### config.mk
export PLATFORM = sky130hd
export DESIGN_NAME = pmod_als_responder
export DESIGN_NICKNAME = d
export VERILOG_FILES = /design/src/rtl/pmod_als_responder.sv
export SDC_FILE = /design/constraint.sdc
export NUM_CORES = 1
export LEC_CHECK = 0
export ABC_AREA = 0
export BUFFER_PORTS_ARGS = -buffer_cell sky130_fd_sc_hd__buf_2
export CORE_MARGIN = 5
export CORE_UTILIZATION = 59
export CTS_CLUSTER_DIAMETER = 200
export DETAILED_ROUTE_END_ITERATION = 8
export GPL_TIMING_DRIVEN = 1
export PLACE_DENSITY_LB_ADDON = 0.12
export SLEW_MARGIN = 5
export SYNTH_ARGS = -nofsm -noshare
export SYNTH_HDL_FRONTEND = slang
export SYNTH_SLANG_ARGS = --single-unit
export TNS_END_PERCENT = 5
### constraint.sdc
create_clock -name clk -period 3.95 [get_ports clk]
set_input_delay 0.395 -clock clk [delete_from_list [all_inputs] [get_ports clk]]
set_output_delay 0.395 -clock clk [all_outputs]
set_load 0.005 [all_outputs]
### src/rtl/pmod_als_responder.sv
// rtl/pmod_als_responder.sv - PmodALS (ADC081S021-framed) SPI responder; ALS_RESP_FRAME_CHECK_EN adds frame_err
module pmod_als_responder #(
  parameter int SYNC_STAGES = 2,
  parameter int FRAME_BITS  = 16,
  parameter int LEAD_ZEROS  = 3,
  parameter int CNT_W       = 16
) (
  input  logic             clk,
  input  logic             rst,
  input  logic             cs,
  input  logic             sck,
  output logic             sdo,
  input  logic [7:0]       sample_in,
  output logic             busy,
  output logic             frame_done,
  output logic             frame_err,
  output logic [CNT_W-1:0] frame_cnt
);

  localparam int TRAIL = FRAME_BITS - LEAD_ZEROS - 8;
  localparam int BW    = $clog2(FRAME_BITS + 2);
  localparam logic [BW-1:0] BIT_SAT  = BW'(FRAME_BITS + 1);
  localparam logic [BW-1:0] BIT_FULL = BW'(FRAME_BITS);

  typedef enum logic [1:0] {IDLE, SHIFT, DONE} state_t;

  // Index 0 is the newest sample; the top index is one history flop past the synchronizer.
  logic [SYNC_STAGES:0] cs_sync, sck_sync, fill;
  logic                 armed, pend;
  logic                 cs_fall, cs_rise, sck_fall;
  state_t               state;
  logic [FRAME_BITS-1:0] shreg;
  logic [BW-1:0]        bitcnt;

  assign cs_fall  =  cs_sync[SYNC_STAGES]  & ~cs_sync[SYNC_STAGES-1];
  assign cs_rise  = ~cs_sync[SYNC_STAGES]  &  cs_sync[SYNC_STAGES-1];
  assign sck_fall =  sck_sync[SYNC_STAGES] & ~sck_sync[SYNC_STAGES-1];

  // fill marks when the chain holds real pin samples rather than reset ones,
  // so a cs held low through reset release never arms the responder.
  always_ff @(posedge clk or posedge rst) begin
    if (rst) begin
      cs_sync  <= '1;
      sck_sync <= '1;
      fill     <= '0;
      armed    <= 1'b0;
    end else begin
      cs_sync  <= {cs_sync[SYNC_STAGES-1:0], cs};
      sck_sync <= {sck_sync[SYNC_STAGES-1:0], sck};
      fill     <= {fill[SYNC_STAGES-1:0], 1'b1};
      if (fill[SYNC_STAGES] && cs_sync[SYNC_STAGES])
        armed <= 1'b1;
    end
  end

`ifdef ALS_RESP_FRAME_CHECK_EN
  logic frame_err_r;
  assign frame_err = frame_err_r;
`else
  assign frame_err = 1'b0;
`endif

  always_ff @(posedge clk or posedge rst) begin
    if (rst) begin
      state      <= IDLE;
      shreg      <= '0;
      bitcnt     <= '0;
      sdo        <= 1'b0;
      busy       <= 1'b0;
      frame_done <= 1'b0;
      frame_cnt  <= '0;
      pend       <= 1'b0;
`ifdef ALS_RESP_FRAME_CHECK_EN
      frame_err_r <= 1'b0;
`endif
    end else begin
      frame_done <= 1'b0;
`ifdef ALS_RESP_FRAME_CHECK_EN
      frame_err_r <= 1'b0;
`endif
      case (state)
        IDLE: begin
          if ((cs_fall && armed) || pend) begin
            state  <= SHIFT;
            shreg  <= FRAME_BITS'(sample_in) << TRAIL;
            bitcnt <= '0;
            sdo    <= 1'b0;
            busy   <= 1'b1;
            pend   <= 1'b0;
          end
        end
        SHIFT: begin
          // A sck fall coinciding with cs_rise belongs to no frame and is dropped.
          if (cs_rise) begin
            state      <= DONE;
            sdo        <= 1'b0;
            busy       <= 1'b0;
            frame_done <= 1'b1;
`ifdef ALS_RESP_FRAME_CHECK_EN
            frame_err_r <= (bitcnt != BIT_FULL);
`endif
          end else if (sck_fall) begin
            sdo   <= shreg[FRAME_BITS-1];
            shreg <= shreg << 1;
            if (bitcnt != BIT_SAT)
              bitcnt <= bitcnt + BW'(1);
          end
        end
        DONE: begin
          state     <= IDLE;
          frame_cnt <= frame_cnt + CNT_W'(1);
          if (cs_fall && armed)
            pend <= 1'b1;
        end
        default: state <= IDLE;
      endcase
    end
  end

endmodule

Word-level counts from Yosys, hierarchy flattened --
Cells that the tools add are included. W data, S select, Z words.
Word-level totals: flip-flop bits (word level) 48, bits of input ports 12, output and inout bits 20, logic and storage cells 55
Operators by class: add/sub/neg operators 1, equal/unequal tests 8, mux-type cells 18, bitwise gates (word level) 6, reduce and logical (&&, ||, !) cells 11
Operators by type and width (number):
- $mux W16 | 3
- $pmux W16 S2 | 1
- $add A16 B1 Y16 const B | 1
- $ne A2 B2 Y1 const B | 5
- $reduce_and A3 Y1 | 3
- $mux W1 | 8
- $pmux W1 S2 | 3
- $mux W2 | 2
- $pmux W2 S2 | 1
- $reduce_and A4 Y1 | 1
- $reduce_bool A2 Y1 | 2
- $and A1 B1 Y1 | 3
- $ne A3 B3 Y1 const B | 1
- $not A1 Y1 | 3
- $eq A2 B1 Y1 const B | 1
- $eq A2 B2 Y1 const B | 1
- $logic_and A1 B1 Y1 | 2
- $logic_not A2 Y1 | 1
- $reduce_and A2 Y1 | 1
- $logic_or A1 B1 Y1 | 1

Depth between registers and ports, before layout --
word-level depth 6, gate-level depth with buffers 7, mapped depth without buffers 5

Worst setup path before layout --
Ideal clock, no wire load.
kind reg-to-reg, start reg cs_sync[1], end reg shreg[10], setup time 0.125 ns, arrival time 1.409 ns, data required time 3.825 ns, slack 2.416 ns, cell stages (with the launch flop) 6, buffers on the path 1, clock period less this slack 1.534 ns, cells stage by stage dfstp_2 nor2b_1 o21ai_2 o211ai_2 buf_6 mux2_2
Between the ends: word-level cells in the longest chain between the ends 6, elaborated cells between the ends (all ways) 8, classes of those cells eq/ne: 2; bitwise: 3; reduce/logical: 3
RTL lines:
- start: declaration | RTL line 28 | logic [SYNC_STAGES:0] cs_sync, sck_sync, fill;
- start signal: assignment | RTL line 48 | cs_sync <= {cs_sync[SYNC_STAGES-1:0], cs};
- $not A1 Y1 | RTL line 35 | assign cs_fall = cs_sync[SYNC_STAGES] & ~cs_sync[SYNC_STAGES-1];
- $and A1 B1 Y1 | RTL line 35
- $logic_and A1 B1 Y1 | RTL line 83 | if ((cs_fall && armed) || pend) begin
- $logic_or A1 B1 Y1 | RTL line 83
- $ne A2 B2 Y1 (no source line)
- $reduce_and A4 Y1 (no source line) (*)
- end signal: assignment | RTL line 85 | shreg <= FRAME_BITS'(sample_in) << TRAIL;
- end signal: assignment | RTL line 104 | shreg <= shreg << 1;
- end: declaration | RTL line 32 | logic [FRAME_BITS-1:0] shreg;
Mark *: on every way between the ends. The rest lies on a longest branch, timed or not. A chain may end at the register's enable or synchronous reset.

Worst setup path in the final report --
start reg state[0], end reg shreg[7]
Between the ends: word-level cells in the longest chain between the ends 3, elaborated cells between the ends (all ways) 8, classes of those cells eq/ne: 4; mux: 1; reduce/logical: 3
RTL lines:
- start: declaration | RTL line 31 | state_t state;
- start signal: assignment | RTL line 65 | state <= IDLE;
- start signal: assignment | RTL line 84 | state <= SHIFT;
- start signal: assignment | RTL line 95 | state <= DONE;
- $eq A2 B1 Y1 / $logic_not A2 Y1 (equally long branches) | RTL line 81 | case (state)
- $ne A2 B2 Y1 (no source line) / $reduce_bool A2 Y1 (equally long branches)
- $reduce_and A4 Y1 (no source line)
Parallel ways exist; a longest one is shown, timed or not.

==> reports/qor.csv <==
metric;value;unit
status;finished, final reports clean;
P_leak;1.025;nW
DR vias;1142;
commonest non-fill, non-tap cell in the layout;dfrtp_1;
clk root buf;clkbuf_4;
Worst Path Buf+Inv;0;
CP max stage cell;dfrtp_1;
gr busiest metal;met2;
Final Hold Violating Endpoints;0;
clock slew at reported path FFs;110;ps
Final ANT Viol Nets;0;
yosys warns;0;
async set or reset register ratio after synthesis;100.0;%
Levels on crit path;4;
Final period util;45.92;%
Max-cap violations;0;
initial DRC count;64;
CTS Hold Buffers Added;0;
htree depth;2;
Worst-Margin Slew;618.2;ps
area of the multi-input gates;695.7;um^2
clock skew;5.136;ps
First-pass DRT Iterations;4;
post-CTS setup buffers;0;
Synth Net Count;160;
delay-heaviest family, CP;flip-flops;
fin. max-slew vios;0;
Period minus WS final;1814;ps
sequential share of the synthesized area;58.43;%
final net count;193;
CTS Buf Count;5;
CTS Buffer Depth;2;
clock latency on the worst-skew pair;340;ps
CTS tree;yes;
reg-to-reg endpoint;shreg[7]$_DFFE_PP0P_;
Core Footprint;0.003028;mm^2
leading cell types in the layout, fill and taps excluded;dfrtp_1 (37), buf_2 (30), nand2_1 (16);
area leader, netlist;dfrtp_1;
Synth Area per Inst;12.61;um^2
GRT Total Usage;15.89;%
Sink Count;43;
die height;66.06;um
RSZ-0062 raised after global routing;false;
Synth Cell Area;0.001854;mm^2
grt ovf;0;
achievable frequency;551.3;MHz
CP max FO;15;
largest net degree at the start of global routing;44;
Ports;32;
Hold Crit Class;input pin to flop;
number of synthesized flops with an enable pin;0;
met1 usage;18.15;%
DIE AREA;0.004364;mm^2
routability congestion estimate;0.8222;
post-synth top area share;49.93;%
final hold slack;135.9;ps
area grow syn2layout;12.35;%
worst vdd ir;0.3218;mV
DR vias/cell;5.076;
Die Wd;66.06;um
# setup viols final;0;
Worst path max stage delay;490;ps
critical path class;flop to flop;
hpwl dp;2.101;mm
WP data required;4190;ps
Post-synth top flop;dfrtp_1;
Critical R2R Launch;state[0]$_DFFE_PP0P_;
depth of the worst register-to-register path;4;
crit path capture;shreg[7]$_DFFE_PP0P_;
share of cells above drive strength 1;37.02;%
Routed WL;2.889;mm
Placed Area;0.002014;mm^2
vias in the first global route;1203;
Yosys cell types;34;
Initial Util;61.24;%
setup tns final;0;ps
R2R setup slack;2140;ps
post-CTS resize count;0;
first-pass GRT wire length;5.188;mm
crit path cell chain;nor2b_4 > o21ai_2 > o211ai_2 > mux2_2;
Post-route DRC;0;
# diodes;0;
register bit total from synthesis;43;
Hold Crit Start;sck;
row count;20;
Area contributors post-synth;dfrtp_1 (50%), dfstp_2 (8.5%), mux2_2 (7.3%);
Setup crit start;state[0]$_DFFE_PP0P_;
fillers;246;
number of I/O port buffers;30;
Worst EP arrival;2060;ps
startpoint types;flop;
met2 Track Usage GR;27.53;%
wire per inst;12.84;um
Pwr Density;531.1;mW/mm^2
Synth Instances;147;
met3 Track Usage GR;4.082;%
max_slew headroom;58.66;%
Critical Path End Type;flop;
antenna violations before repair;0;
Design Area, Final;0.002083;mm^2
FF/Latch Area;0.001084;mm^2
==> layer usage <==
metal  vias to the layer above  routed length (um)
met5                         -                   0
met4                         0                  31
met3                         4                 140
met2                        26                1475
met1                       556                1242
li1                        556                   -
==> stage by stage <==
step	cells	util [%]	setup slack, ps	total power (W)
floorplan	147	-	2416	0.0008436
global placement	217	66.53	2199	0.0008636
detailed placement	217	66.53	2137	0.0008842
CTS	225	68.80	2129	0.001125
global route	225	68.80	1987	0.001190
finish	225	68.80	2136	0.001106
==> kinds of logic (layout without fill, tap and decap cells) <==
group	after synthesis	after routing	share of synthesized area [%]
simple gates	45	45	13.50
flops	43	43	58.43
mux	18	18	11.34
xor+xnor	15	15	7.085
compound gates	12	12	4.521
buf+inv	11	45	4.048
other cells	2	2	0.4050
fa+ha+maj	1	1	0.6747
==> worst register-to-register path, delay by kind of cell, from the launching register on <==
| kind | cells | cell delay, ps |
|---|---|---|
| DFF | 1 | 490 |
| muxes | 1 | 410 |
| AOI/OAI and AO/OA | 2 | 360 |
| and+or+nand+nor | 1 | 450 |
==> cells in the mapped netlist, types with 3 or more instances <==
master and count:
nor3_1 4, nor2_1 5, xnor2_1 12, nand4_1 4
dfstp_2 6, mux2i_1 3, inv_1 6, a21oi_1 3
nand3_1 5, o21ai_0 3, buf_6 4, mux2_2 12
xor2_1 3, nand2_1 16, dfrtp_1 37, mux2_4 3
==> state kept, by name, summed over array words and instances, names as in the netlist <==
| signal | flops |
|---|---|
| frame_cnt | 16 |
| shreg | 11 |
| cs_sync | 3 |
| fill | 3 |
| sck_sync | 3 |
| state | 2 |
| armed | 1 |
| busy | 1 |
| frame_done | 1 |
| pend | 1 |
| sdo | 1 |
==> report_power, final <==
part           internal, W  switching (W)
Combinational     0.000163       0.000118
Sequential        0.000528      0.0000600
Clock             0.000105       0.000132
==> area by class of cell <==
cell class                 count  share of cell area (%)
clock buffer                   8                   3.303
inverter                       6                   1.081
multi-input combinational     93                   33.39
sequential                    43                   52.01
tap                           44                   2.643
timing repair buffer          31                   7.568
==> how the worst min path moves through the flow <==
stage,to,slack (ps),cells after the start
2_1_floorplan,fill[1]$_DFF_PP0_,330,0
3_3_place_gp,fill[1]$_DFF_PP0_,330,0
3_5_place_dp,fill[2]$_DFF_PP0_,340,0
4_1_cts,sck_sync[0]$_DFF_PP1_,120,1
5_1_grt,cs_sync[0]$_DFF_PP1_,100,1
6_report,sck_sync[0]$_DFF_PP1_,140,1
No activity file was read; power rests on OpenSTA's default activity.
